### src/rtl/ov7670_frame_writer_if.sv
// Write port toward the external frame-buffer memory.
// The master presents one address/data word per request and holds it until the memory acks.
interface ov7670_frame_writer_if #(
    parameter int ADDR_W = 17
);
    logic [ADDR_W-1:0] memAddr;
    logic [15:0]       memWrData;
    logic              memWrReq;
    logic              memWrAck;

    modport master (
        output memAddr,
        output memWrData,
        output memWrReq,
        input  memWrAck
    );

    modport slave (
        input  memAddr,
        input  memWrData,
        input  memWrReq,
        output memWrAck
    );
endinterface

### src/rtl/ov7670_frame_writer.sv
// Turns the OV7670 pixel stream into linear frame-buffer writes.
// A small address+data FIFO rides out memory stalls; frame completion and drops are reported.
module ov7670_frame_writer #(
    parameter int H_RES      = 320,
    parameter int V_RES      = 240,
    parameter int ADDR_W     = 17,
    parameter int FIFO_DEPTH = 4
) (
    input  logic                         clk,
    input  logic                         reset,
    input  logic                         captureEn,
    input  logic                         frameStart,
    input  logic                         newPixel,
    input  logic [15:0]                  pixelData,
    ov7670_frame_writer_if.master        mem,
    output logic                         frameDone,
    output logic                         overflow,
    output logic                         busy
);
    localparam int COL_W = (H_RES > 1) ? $clog2(H_RES) : 1;
    localparam int ROW_W = (V_RES > 1) ? $clog2(V_RES) : 1;
    localparam int PTR_W = $clog2(FIFO_DEPTH);
    localparam int CNT_W = $clog2(FIFO_DEPTH + 1);

    typedef enum logic [1:0] {
        IDLE,
        WAIT_FRAME,
        CAPTURE,
        DRAIN
    } state_e;

    state_e             state_q, state_d;
    logic [COL_W-1:0]   col_q, col_d;
    logic [ROW_W-1:0]   row_q, row_d;
    logic               ovf_q, ovf_d;
    logic               done_q, done_d;
    logic               req_q;
    logic [PTR_W-1:0]   wr_ptr_q, rd_ptr_q;
    logic [CNT_W-1:0]   count_q, count_d;
    logic [ADDR_W-1:0]  fifo_addr_q [FIFO_DEPTH];
    logic [15:0]        fifo_data_q [FIFO_DEPTH];

    logic               push, pop, fifo_full, last_pixel;
    logic [ADDR_W-1:0]  pix_addr;

    assign pix_addr   = ADDR_W'(row_q) * ADDR_W'(H_RES) + ADDR_W'(col_q);
    assign pop        = req_q & mem.memWrAck;
    assign fifo_full  = (count_q == CNT_W'(FIFO_DEPTH));
    assign last_pixel = (col_q == COL_W'(H_RES - 1)) && (row_q == ROW_W'(V_RES - 1));
    assign count_d    = count_q + CNT_W'(push) - CNT_W'(pop);

    // NOTE: every signal written here gets a default first, so no path can infer a latch.
    always_comb begin
        state_d = state_q;
        col_d   = col_q;
        row_d   = row_q;
        ovf_d   = ovf_q;
        done_d  = 1'b0;
        push    = 1'b0;
        unique case (state_q)
            IDLE: begin
                if (captureEn) state_d = WAIT_FRAME;
            end
            WAIT_FRAME: begin
                if (frameStart) begin
                    state_d = CAPTURE;
                    col_d   = '0;
                    row_d   = '0;
                    ovf_d   = 1'b0;
                end else if (!captureEn) begin
                    state_d = IDLE;
                end
            end
            CAPTURE: begin
                if (frameStart) begin
                    col_d = '0;
                    row_d = '0;
                end else if (newPixel) begin
                    // A full FIFO still takes the pixel if the head leaves this cycle.
                    if (!fifo_full || pop) push  = 1'b1;
                    else                   ovf_d = 1'b1;
                    if (col_q == COL_W'(H_RES - 1)) begin
                        col_d = '0;
                        row_d = (row_q == ROW_W'(V_RES - 1)) ? '0 : row_q + 1'b1;
                    end else begin
                        col_d = col_q + 1'b1;
                    end
                    if (last_pixel) state_d = DRAIN;
                end
            end
            DRAIN: begin
                if (frameStart) begin
                    state_d = CAPTURE;
                    col_d   = '0;
                    row_d   = '0;
                end else if (count_q == '0 && !req_q) begin
                    done_d  = 1'b1;
                    state_d = captureEn ? WAIT_FRAME : IDLE;
                end
            end
            default: state_d = IDLE;
        endcase
    end

    // NOTE: sequential state uses non-blocking assignments so every register samples pre-edge values.
    always_ff @(posedge clk or negedge reset) begin
        if (!reset) begin
            state_q <= IDLE;
            col_q   <= '0;
            row_q   <= '0;
            ovf_q   <= 1'b0;
            done_q  <= 1'b0;
        end else begin
            state_q <= state_d;
            col_q   <= col_d;
            row_q   <= row_d;
            ovf_q   <= ovf_d;
            done_q  <= done_d;
        end
    end

    // NOTE: the FIFO storage is reset because its head drives memAddr/memWrData, which must read 0 out of reset.
    always_ff @(posedge clk or negedge reset) begin
        if (!reset) begin
            wr_ptr_q <= '0;
            rd_ptr_q <= '0;
            count_q  <= '0;
            req_q    <= 1'b0;
            for (int i = 0; i < FIFO_DEPTH; i++) begin
                fifo_addr_q[i] <= '0;
                fifo_data_q[i] <= '0;
            end
        end else begin
            if (push) begin
                fifo_addr_q[wr_ptr_q] <= pix_addr;
                fifo_data_q[wr_ptr_q] <= pixelData;
                wr_ptr_q              <= wr_ptr_q + 1'b1;
            end
            if (pop) rd_ptr_q <= rd_ptr_q + 1'b1;
            count_q <= count_d;
            req_q   <= (count_d != '0);
        end
    end

    assign mem.memAddr   = fifo_addr_q[rd_ptr_q];
    assign mem.memWrData = fifo_data_q[rd_ptr_q];
    assign mem.memWrReq  = req_q;
    assign frameDone     = done_q;
    assign overflow      = ovf_q;
    assign busy          = (state_q == CAPTURE) || (state_q == DRAIN);
endmodule

### src/flat_wrapper.sv
// flat-port wrapper written by rule: the top's interface ports become plain ports
module ov7670_frame_writer_flat 
#(
    parameter int H_RES      = 320,
    parameter int V_RES      = 240,
    parameter int ADDR_W     = 17,
    parameter int FIFO_DEPTH = 4
)
  (clk, reset, captureEn, frameStart, newPixel, pixelData, frameDone, overflow, busy, mem_memAddr, mem_memWrData, mem_memWrReq, mem_memWrAck);
  ov7670_frame_writer_if #(.ADDR_W(ADDR_W)) mem_i ();
  input  logic clk;
  input  logic reset;
  input  logic captureEn;
  input  logic frameStart;
  input  logic newPixel;
  input  logic [15:0] pixelData;
  output logic frameDone;
  output logic overflow;
  output logic busy;
  output wire logic [$bits(mem_i.memAddr)-1:0] mem_memAddr;
  output wire logic [$bits(mem_i.memWrData)-1:0] mem_memWrData;
  output wire logic [$bits(mem_i.memWrReq)-1:0] mem_memWrReq;
  input wire logic [$bits(mem_i.memWrAck)-1:0] mem_memWrAck;
  assign mem_memAddr = mem_i.memAddr;
  assign mem_memWrData = mem_i.memWrData;
  assign mem_memWrReq = mem_i.memWrReq;
  assign mem_i.memWrAck = mem_memWrAck;
  ov7670_frame_writer #(.H_RES(H_RES), .V_RES(V_RES), .ADDR_W(ADDR_W), .FIFO_DEPTH(FIFO_DEPTH)) u_core (.clk(clk), .reset(reset), .captureEn(captureEn), .frameStart(frameStart), .newPixel(newPixel), .pixelData(pixelData), .mem(mem_i), .frameDone(frameDone), .overflow(overflow), .busy(busy));
endmodule
### config.mk
export PLATFORM = sky130hd
export DESIGN_NAME = ov7670_frame_writer_flat
export DESIGN_NICKNAME = d
export VERILOG_FILES = /design/src/rtl/ov7670_frame_writer_if.sv /design/src/rtl/ov7670_frame_writer.sv /design/src/flat_wrapper.sv
export SDC_FILE = /design/constraint.sdc
export NUM_CORES = 1
export LEC_CHECK = 0
export ABC_CLOCK_PERIOD_IN_PS = 3500
export CAP_MARGIN = 10
export CORE_MARGIN = 2
export CORE_UTILIZATION = 35
export DETAILED_ROUTE_END_ITERATION = 10
export GPL_TIMING_DRIVEN = 0
export PLACE_DENSITY = 0.64
export SLEW_MARGIN = 20
export SYNTH_ARGS = -nofsm -noshare
export SYNTH_HDL_FRONTEND = slang
export SYNTH_SLANG_ARGS = --single-unit
export TNS_END_PERCENT = 1
### constraint.sdc
create_clock -name clk -period 3.5 [get_ports clk]
set_input_delay 0.875 -clock clk [delete_from_list [all_inputs] [get_ports clk]]
set_output_delay 0.875 -clock clk [all_outputs]
set_load 0.05 [all_outputs]
==> impl_metrics.json <==
{
  "status": "completed",
  "synth-warning-count": 0,
  "wl_met3_um": 727,
  "fmax_mhz": 291,
  "rr_startpoint": "u_core.row_q[3]",
  "syn-num-nets": 859,
  "hold_buffers": 0,
  "max-slew-margin-rel_pct": 51.4,
  "wl_met2_um": 9210,
  "stdcell_area_mm2": 0.00957,
  "hold_violations": 0,
  "max_stage_delay_ns": 0.72,
  "cp_slowest_cell": "clkdlybuf4s50_1",
  "grt_max_degree": 87,
  "drive_above_1_share_pct": 10.8,
  "drt_iter0_drc": 642,
  "fin_worst_skew_ns": 0.00835,
  "drt-vias-per-instance": 5.16,
  "antenna_found_initial": 0,
  "nFillCells": 2153,
  "leakage_nw": 4.76,
  "core_mm2": 0.0224,
  "die_y_um": 154,
  "setup_violations": 0,
  "rr_worst_depth": 9,
  "synth_edf_count": 0,
  "min_path_type": "primary input to async pin",
  "end_kind": "output port",
  "hpwlAfterDp_um": 13300,
  "ys_ff_latch": 161,
  "grt_usage_pct": 17.4,
  "die_width_um": 154,
  "io_buffers": 57,
  "crit_type": "register to output port",
  "cts-buffers-inserted": 17,
  "wl_met1_um": 9280,
  "vias": 6117,
  "finalWirelength_um": 19500,
  "grt_first_pass_wirelength_um": 32700,
  "seq_area_frac_synth_pct": 50.8,
  "path_cells": "clkbuf_1 > buf_2 > mux4_2 > clkdlybuf4s50_1",
  "cp-start-kind": "register",
  "yosys.cell_types.count": 57,
  "powerDensity_mw_per_mm2": 861,
  "clockBufferDepth": 2,
  "syn-cell-area_mm2": 0.00793,
  "vdd_ir_drop_max_v": 0.000349,
  "dpl_cell_area_mm2": 0.00888,
  "io_pins": 59,
  "avgSynthCellArea_um2": 9.77,
  "ant_nets": 0,
  "drcViolationCount": 0,
  "insertion_delay_ns": 0.44,
  "nNetsFinal": 935,
  "cts_sinks": 161,
  "synth_flop_cell": "dfrtp_1",
  "dieArea_mm2": 0.0239,
  "gr-total-overflow": 0,
  "fin_setup_tns_ns": 0,
  "required_ns": 2.62,
  "cap_violations": 0,
  "fin_crit_ns": 3.43,
  "synth_cells": 811,
  "routabilityCongestion": 0.782,
  "wl_per_cell_um": 16.4,
  "initial_core_util_pct": 35.3,
  "arrival_ns": 2.56,
  "period_share_pct": 98.0,
  "crit_path_start": "u_core.rd_ptr_q[1]",
  "rsz0062_at_grt": "yes",
  "std_cell_rows": 55,
  "n_antenna_cell": 0,
  "grt_pass1_vias": 6160,
  "slew_viol_final": 0,
  "cts_max_level": 4,
  "critPathMaxFanout": 10,
  "worstMarginPinSlew_ns": 0.728,
  "cts-root-buf": "clkbuf_16",
  "dr.pass1.iters": 8,
  "cts_tree": "built",
  "highest_layer": "met4",
  "async_flop_share_pct": 100,
  "syn2layout_area_growth_pct": 20.8,
  "clk_pin_slew_worst_paths_ns": 0.07
}
[cells in the mapped netlist (10+ instances only)]
cell type / instances / area, um^2
a31oi_1: 12 / 75.1
clkbuf_1: 32 / 120
dfrtp_1: 161 / 4030
ha_1: 23 / 288
inv_1: 17 / 63.8
mux4_2: 33 / 743
nand2_1: 316 / 1190
nand3_1: 11 / 55.1
nor2_1: 24 / 90.1
o21ai_0: 56 / 280
xnor2_1: 10 / 87.6
[cell usage in the layout, fill, tap and decap left out, drive strengths merged, types with 4 or more instances in the layout]
cell and n:
o211ai 8, xor2 7, o41ai 5, nor2 24, nand3 11, nor4 4
dfrtp 161, nor3b 5, a31oi 12, clkbuf 47, a41oi 5, and3 6
and2 5, a21oi 5, mux4 33, nor3 4, clkdlybuf4s50 31, buf 16
xnor2 10, dlymetal6s2s 25, inv 23, ha 23, nand2 316, o21ai 59
clkinv 4
[kinds of logic (layout without fill, tap and decap cells)]
logic type	Yosys count	in the layout	share of synthesized area (%)
AO/OA/AOI/OAI	118	118	9.54
XOR/XNOR	17	17	1.97
adder cells (fa/ha/maj)	26	26	4.39
buffers and inverters	62	151	3.30
flip-flops	161	161	50.8
multiplexers	33	33	9.38
AND/OR/NAND/NOR	394	394	20.6
[metal layers]
layer | track usage, % | vias to the layer above
li1 | - | 2928
met1 | 24.5 | 3036
met2 | 27.2 | 134
met3 | 3.19 | 19
met4 | 5.51 | 0
met5 | 0 | -
[area by class of cell]
| class | count | area [um^2] | share of cell area [%] |
|---|---|---|---|
| buffer | 44 | 211 | 2.21 |
| clock buffer | 17 | 425 | 4.44 |
| clock inverter | 15 | 175 | 1.83 |
| inverter | 17 | 63.8 | 0.666 |
| multi-input combinational | 588 | 3650 | 38.1 |
| sequential | 161 | 4030 | 42.1 |
| tap | 285 | 357 | 3.72 |
| timing repair buffer | 58 | 666 | 6.95 |
[registers in the layout, indices dropped and copies added (netlist names), 2 cells and up, named ones only]
register	cells
u_core.rd_ptr_q	2
u_core.count_q	3
u_core.col_q	9
u_core.fifo_addr_q	68
u_core.fifo_data_q	64
u_core.wr_ptr_q	2
u_core.row_q	8
[report_power, final]
group / switching (mW) / internal, mW
combinational: 2.16 / 1.32
clock: 0.835 / 1.07
sequential: 0.378 / 2.48
[stage by stage]
| step | setup slack, ns | power, mW | utilization (%) | cells | hold WS, ns |
|---|---|---|---|---|---|
| floorplan | 0.582 | 5.28 | - | 811 | 0.440 |
| global route | -0.0495 | 8.75 | 42.7 | 1185 | 0.456 |
| global placement | -5.17 | 6.34 | 39.5 | 1153 | 0.452 |
| CTS | 0.000188 | 8.34 | 42.4 | 1185 | 0.441 |
| finish | 0.0684 | 8.25 | 42.7 | 1185 | 0.396 |
| detailed placement | -0.360 | 6.40 | 39.6 | 1154 | 0.459 |
[path summary, 6_finish.rpt]
kind | to | slack [ns]
max reg2reg | u_core.fifo_addr_q[66] | 0.37
min in group clk | u_core.fifo_data_q[12] | 0.47
min reg2reg | u_core.fifo_data_q[12] | 0.47
min | u_core.fifo_data_q[24] | 0.40
max in group asynchronous | u_core.row_q[3] | 2.27
max | mem_memWrData[11] | 0.07
[critical path: cells and delay by family, from the launching register on]
family | cells | cell delay, ns
mux | 1 | 0.37
buf+inv | 3 | 1.43
flops | 1 | 0.32
[timing repair]
item / CTS / global route
setup buffers: 0 / 0
pin swaps: 0 / 0
cloned: 0 / 0
resized for setup: 18 / 27
setup endpoints to repair: 30 / 33
Power figures use the tool's default switching activity.
==> variant 1 (same flow settings) <==
Encoding of `state_e`: now Gray code (2 bits for 4 states).
--- a/src/rtl/ov7670_frame_writer.sv
+++ b/src/rtl/ov7670_frame_writer.sv
@@ -23,10 +23,10 @@
     localparam int CNT_W = $clog2(FIFO_DEPTH + 1);
 
     typedef enum logic [1:0] {
-        IDLE,
-        WAIT_FRAME,
-        CAPTURE,
-        DRAIN
+        IDLE       = 2'b00,
+        WAIT_FRAME = 2'b01,
+        CAPTURE    = 2'b11,
+        DRAIN      = 2'b10
     } state_e;
 
     state_e             state_q, state_d;
Behaviour: no difference found for any inputs over 4 cycles, from zero or initial values and one cycle with reset low; so few cycles prove little.
==> variant 1 against the original RTL <==
Non-clock buffer count increased by 1. Area after synthesis up 0.47%. Sequential cell count stayed put. Routed wire length shrank 1.8%. First-iteration DRC count decreased by 31%. Design area down 0.18%. Clock skew increased by 0.0047 ns. Largest power group unchanged. Critical path depth unchanged. Worst setup slack gained 0.16 ns. Power fell by 12%. Synthesized cell count rose by 0.12%.
==> variant 1: results (changes against the original RTL) <==
<table>
<tr><th>Metric</th><th>Value</th></tr>
<tr><th colspan="2">Place</th></tr>
<tr><td>Routability cong.</td><td>0.766 (was 0.782)</td></tr>
<tr><td>Number of instances in the placed design</td><td>1,155 (was 1,154)</td></tr>
<tr><td>Post-detail-place hpwl</td><td>12,900 um (was 13,300 um)</td></tr>
<tr><td>Worst slack at placement</td><td>-0.00179 ns (was -0.360 ns)</td></tr>
<tr><th colspan="2">Synthesis</th></tr>
<tr><td>Synth top area cells</td><td>sky130_fd_sc_hd__dfrtp_1, sky130_fd_sc_hd__nand2_1, sky130_fd_sc_hd__mux4_2, sky130_fd_sc_hd__ha_1, sky130_fd_sc_hd__o21ai_0 (unchanged)</td></tr>
<tr><td>Post-synthesis area per instance</td><td>9.81 um2 (was 9.77 um2)</td></tr>
<tr><td>Library cells used by synthesis</td><td>58 (was 57)</td></tr>
<tr><td>Number of nets in the synthesized netlist</td><td>865 (was 859)</td></tr>
<tr><th colspan="2">Route</th></tr>
<tr><td>Number of violations reported at the end of detailed-routing iteration 0</td><td>446 (was 642)</td></tr>
<tr><td>Average routed wire per standard cell</td><td>16.1 um (was 16.4 um)</td></tr>
<tr><td>Via count normalized by instance count</td><td>5.04 (was 5.16)</td></tr>
<tr><td>Number of iterations in the first detailed-routing pass</td><td>4 (was 8)</td></tr>
<tr><td>Detailed Route WL</td><td>19,100 um (was 19,500 um)</td></tr>
<tr><th colspan="2">Finish</th></tr>
<tr><td>Final cell utilization of the core</td><td>42.5% (was 42.7%)</td></tr>
<tr><td>Number of nets at the end of the flow</td><td>942 (was 935)</td></tr>
<tr><td>Filler cell count</td><td>2,123 (was 2,153)</td></tr>
<tr><td>Layout cell share with drive strength beyond 1</td><td>12.7% (was 10.8%)</td></tr>
<tr><th colspan="2">Power</th></tr>
<tr><td>Worst vdd ir</td><td>0.364 mV (was 0.349 mV)</td></tr>
<tr><td>Reported leakage power</td><td>4.89 nW (was 4.76 nW)</td></tr>
<tr><th colspan="2">Global route</th></tr>
<tr><td>GR Util All Layers</td><td>16.9% (was 17.4%)</td></tr>
<tr><td>Via count of the first global-routing pass</td><td>6,040 (was 6,160)</td></tr>
<tr><td>Wire length of the first global-routing pass</td><td>31,900 um (was 32,700 um)</td></tr>
<tr><th colspan="2">Timing</th></tr>
<tr><td>Actual slew at the worst max-slew pin</td><td>0.687 ns (was 0.728 ns)</td></tr>
<tr><td>Final setup skew</td><td>0.0130 ns (was 0.00835 ns)</td></tr>
<tr><th colspan="2">Setup path</th></tr>
<tr><td>Max stage delay cell, worst path</td><td>sky130_fd_sc_hd__mux4_2 (was sky130_fd_sc_hd__clkdlybuf4s50_1)</td></tr>
<tr><th colspan="2">Status</th></tr>
<tr><td>Outcome</td><td>complete, no violations (unchanged)</td></tr>
</table>
[variant 1: changes by cell type in the layout (fill, tap and decap cells not counted), moves of 4 or more]
| cell | delta |
|---|---|
| sky130_fd_sc_hd__a31oi_1 | -8 |
| sky130_fd_sc_hd__buf_2 | +13 |
| sky130_fd_sc_hd__a21oi_1 | +10 |
| sky130_fd_sc_hd__dlymetal6s2s_1 | -11 |
| sky130_fd_sc_hd__ha_1 | +5 |
| sky130_fd_sc_hd__dlygate4sd2_1 | +15 |
| sky130_fd_sc_hd__clkinv_4 | +4 |
| sky130_fd_sc_hd__clkbuf_1 | -15 |
| sky130_fd_sc_hd__buf_6 | +4 |
| sky130_fd_sc_hd__o211ai_2 | -4 |
| sky130_fd_sc_hd__o41ai_1 | -4 |
| sky130_fd_sc_hd__o21ai_0 | -5 |
| sky130_fd_sc_hd__nand2_1 | +11 |
| sky130_fd_sc_hd__clkdlybuf4s50_1 | -4 |
[variant 1: routing by layer]
layer	track usage (%)	routed length [um]	share of wire [%]
met1	23.3	9040	47
met2	27.9	9230	48
met3	2.83	636	3.3
met4	4.81	244	1.3
met5	0	0	0
[variant 1: cell families (layout without fill, tap and decap cells)]
group	Yosys count	count (layout)	synth area share [%]
AOI/OAI and AO/OA	104	104	8.00
xor gates and xnor gates	19	19	2.09
adders and majority gates	31	31	5.15
buffers and inverters	63	153	3.90
DFF	161	161	50.6
muxes	35	35	9.66
and+or+nand+nor	399	399	20.6
[variant 1: area by class of cell]
cell class	count	share of cell area, %
well taps	285	3.73
repair buffers	58	6.48
inverters	18	0.707
clock inverters	14	1.78
clock buffers	18	4.60
plain buffers	45	2.63
flip-flops and latches	161	42.2
multi-input cells	588	37.9
[variant 1: power breakdown]
| part | switching [W] | internal (W) |
|---|---|---|
| Sequential | 0.000288 | 0.00233 |
| Combinational | 0.00168 | 0.00105 |
| Clock | 0.000834 | 0.00110 |
| Total | 0.00281 | 0.00448 |
[variant 1: final timing paths]
check	start	to	slack (ns)
worst max-delay path	u_core.rd_ptr_q[0]$_DFFE_PN0P_	mem_memAddr[15]	0.23
min in group clk	u_core.fifo_addr_q[29]$_DFFE_PN0P_	u_core.fifo_addr_q[29]$_DFFE_PN0P_	0.47
max in group asynchronous	reset	u_core.fifo_addr_q[18]$_DFFE_PN0P_	2.27
worst max register to register	u_core.row_q[1]$_DFFE_PN0P_	u_core.fifo_addr_q[31]$_DFFE_PN0P_	0.53
worst min register to register	u_core.fifo_addr_q[29]$_DFFE_PN0P_	u_core.fifo_addr_q[29]$_DFFE_PN0P_	0.47
worst min-delay path	reset	u_core.fifo_data_q[42]$_DFFE_PN0P_	0.42
[variant 1: timing repair]
action / 4_1_cts / 5_1_grt
setup endpoints to repair: 29 / 14
endpoints found under the hold margin: 0 / 0
resized for setup: 20 / 16
==> variant 2 (config.mk and constraints unchanged) <==
Made on the original files. `V_RES` is set to 240 in 2 places; all go to 480.
--- a/src/rtl/ov7670_frame_writer.sv
+++ b/src/rtl/ov7670_frame_writer.sv
@@ -2,7 +2,7 @@
 // A small address+data FIFO rides out memory stalls; frame completion and drops are reported.
 module ov7670_frame_writer #(
     parameter int H_RES      = 320,
-    parameter int V_RES      = 240,
+    parameter int V_RES      = 480,
     parameter int ADDR_W     = 17,
     parameter int FIFO_DEPTH = 4
 ) (
--- a/src/flat_wrapper.sv
+++ b/src/flat_wrapper.sv
@@ -2,7 +2,7 @@
 module ov7670_frame_writer_flat 
 #(
     parameter int H_RES      = 320,
-    parameter int V_RES      = 240,
+    parameter int V_RES      = 480,
     parameter int ADDR_W     = 17,
     parameter int FIFO_DEPTH = 4
 )
Behaviour: same outputs for any inputs over 4 cycles, from zero or initial values and one cycle with reset low; that may be too few to reach the edited logic, so the function may still have changed.
==> variant 2 against the original RTL <==
Routed wire length is 13% lower. Power fell by 2.6%. First-iteration DRC count is 51% lower. Sequential cell count rose by 1. Worst setup slack improved by 0.024 ns. Area after synthesis shrank 0.46%. Critical path depth is the same. Die area fell by 0.45%. Design area is 0.24% lower. Critical endpoint is now mem_memWrData[2].
==> variant 2: results (changes against the original RTL) <==
<table>
<tr><th>Metric</th><th>Value</th></tr>
<tr><th colspan="2">Route</th></tr>
<tr><td>Wire length on met3</td><td>731 um (was 727 um)</td></tr>
<tr><td>Number of iterations in the first detailed-routing pass</td><td>5 (was 8)</td></tr>
<tr><td>Routed length on met2</td><td>8230 um (was 9210 um)</td></tr>
<tr><td>Average routed wire per standard cell</td><td>17.1 um (was 16.4 um)</td></tr>
<tr><td>Met1 Wirelength</td><td>7840 um (was 9280 um)</td></tr>
<tr><th colspan="2">Global route</th></tr>
<tr><td>Maximum number of pins on one net before global-route repair</td><td>90 (was 87)</td></tr>
<tr><th colspan="2">Finish</th></tr>
<tr><td>Sequential fraction of total cell area</td><td>42.4% (was 42.1%)</td></tr>
<tr><td>Final non-filler cell total</td><td>990 (was 1,185)</td></tr>
<tr><td>Area of the multi-input gates</td><td>3630 um2 (was 3650 um2)</td></tr>
<tr><td>Layout cell share with drive strength beyond 1</td><td>25.6% (was 10.8%)</td></tr>
<tr><td>Non-clk bufs</td><td>90 (was 102)</td></tr>
<tr><td>Fraction of area in clock buffers and inverters</td><td>6.58% (was 6.27%)</td></tr>
<tr><td>Number of nets at the end of the flow</td><td>747 (was 935)</td></tr>
<tr><th colspan="2">Power</th></tr>
<tr><td>Reported leakage power</td><td>4.48 nW (was 4.76 nW)</td></tr>
<tr><td>Reported sequential group power</td><td>0.00278 W (was 0.00286 W)</td></tr>
<tr><th colspan="2">Synthesis</th></tr>
<tr><td>Part of the Yosys area used for sequential elements</td><td>51.4% (was 50.8%)</td></tr>
<tr><td>Multiplexer area fraction after synthesis</td><td>22.7% (was 9.38%)</td></tr>
<tr><td>Library cells used by synthesis</td><td>59 (was 57)</td></tr>
<tr><td>Synth top area cells</td><td>sky130_fd_sc_hd__dfrtp_1, sky130_fd_sc_hd__mux2_2, sky130_fd_sc_hd__mux4_2, sky130_fd_sc_hd__ha_1, sky130_fd_sc_hd__o21ai_0 (was sky130_fd_sc_hd__dfrtp_1, sky130_fd_sc_hd__nand2_1, sky130_fd_sc_hd__mux4_2, sky130_fd_sc_hd__ha_1, sky130_fd_sc_hd__o21ai_0)</td></tr>
<tr><th colspan="2">Place</th></tr>
<tr><td>Number of instances in the placed design</td><td>958 (was 1,154)</td></tr>
<tr><td>Placed cell areas</td><td>8850 um2 (was 8880 um2)</td></tr>
<tr><th colspan="2">Timing</th></tr>
<tr><td>Remaining max-slew budget at the tightest pin</td><td>31.9% (was 51.4%)</td></tr>
<tr><td>Worst hold-check slack</td><td>0.399 ns (was 0.396 ns)</td></tr>
<tr><th colspan="2">Status</th></tr>
<tr><td>Outcome</td><td>complete, no violations (unchanged)</td></tr>
<tr><th colspan="2">Setup path</th></tr>
<tr><td>Worst-case reg-to-reg path depth</td><td>10 (was 9)</td></tr>
</table>
[variant 2: routing by layer]
layer / vias up / track usage, %
met5: - / 0
met4: 0 / 3.96
met3: 10 / 3.47
met2: 92 / 24.5
met1: 2626 / 20.3
li1: 2412 / -
[variant 2: worst max path at each step]
stage                                         end  slack, ns
3_3_place_gp   u_core.fifo_addr_q[31]$_DFFE_PN0P_      -5.25
4_1_cts                          mem_memWrData[3]     -0.001
3_5_place_dp        u_core.mem.memWrReq$_DFF_PN0_      -0.31
5_1_grt                          mem_memWrData[2]       0.01
2_1_floorplan       u_core.mem.memWrReq$_DFF_PN0_       0.68
6_report                         mem_memWrData[2]       0.09
[variant 2: timing repair]
item,4_1_cts,5_1_grt
endpoints found under the setup margin,29,24
gates resized for setup,19,24
setup buffers,0,0
gates cloned,0,0
[variant 2: cells by family after synthesis]
family,after synthesis
multiplexers,126
AND/OR/NAND/NOR,140
AO/OA/AOI/OAI,96
XOR/XNOR,19
flip-flops,162
adder cells (fa/ha/maj),28
buffers and inverters,48
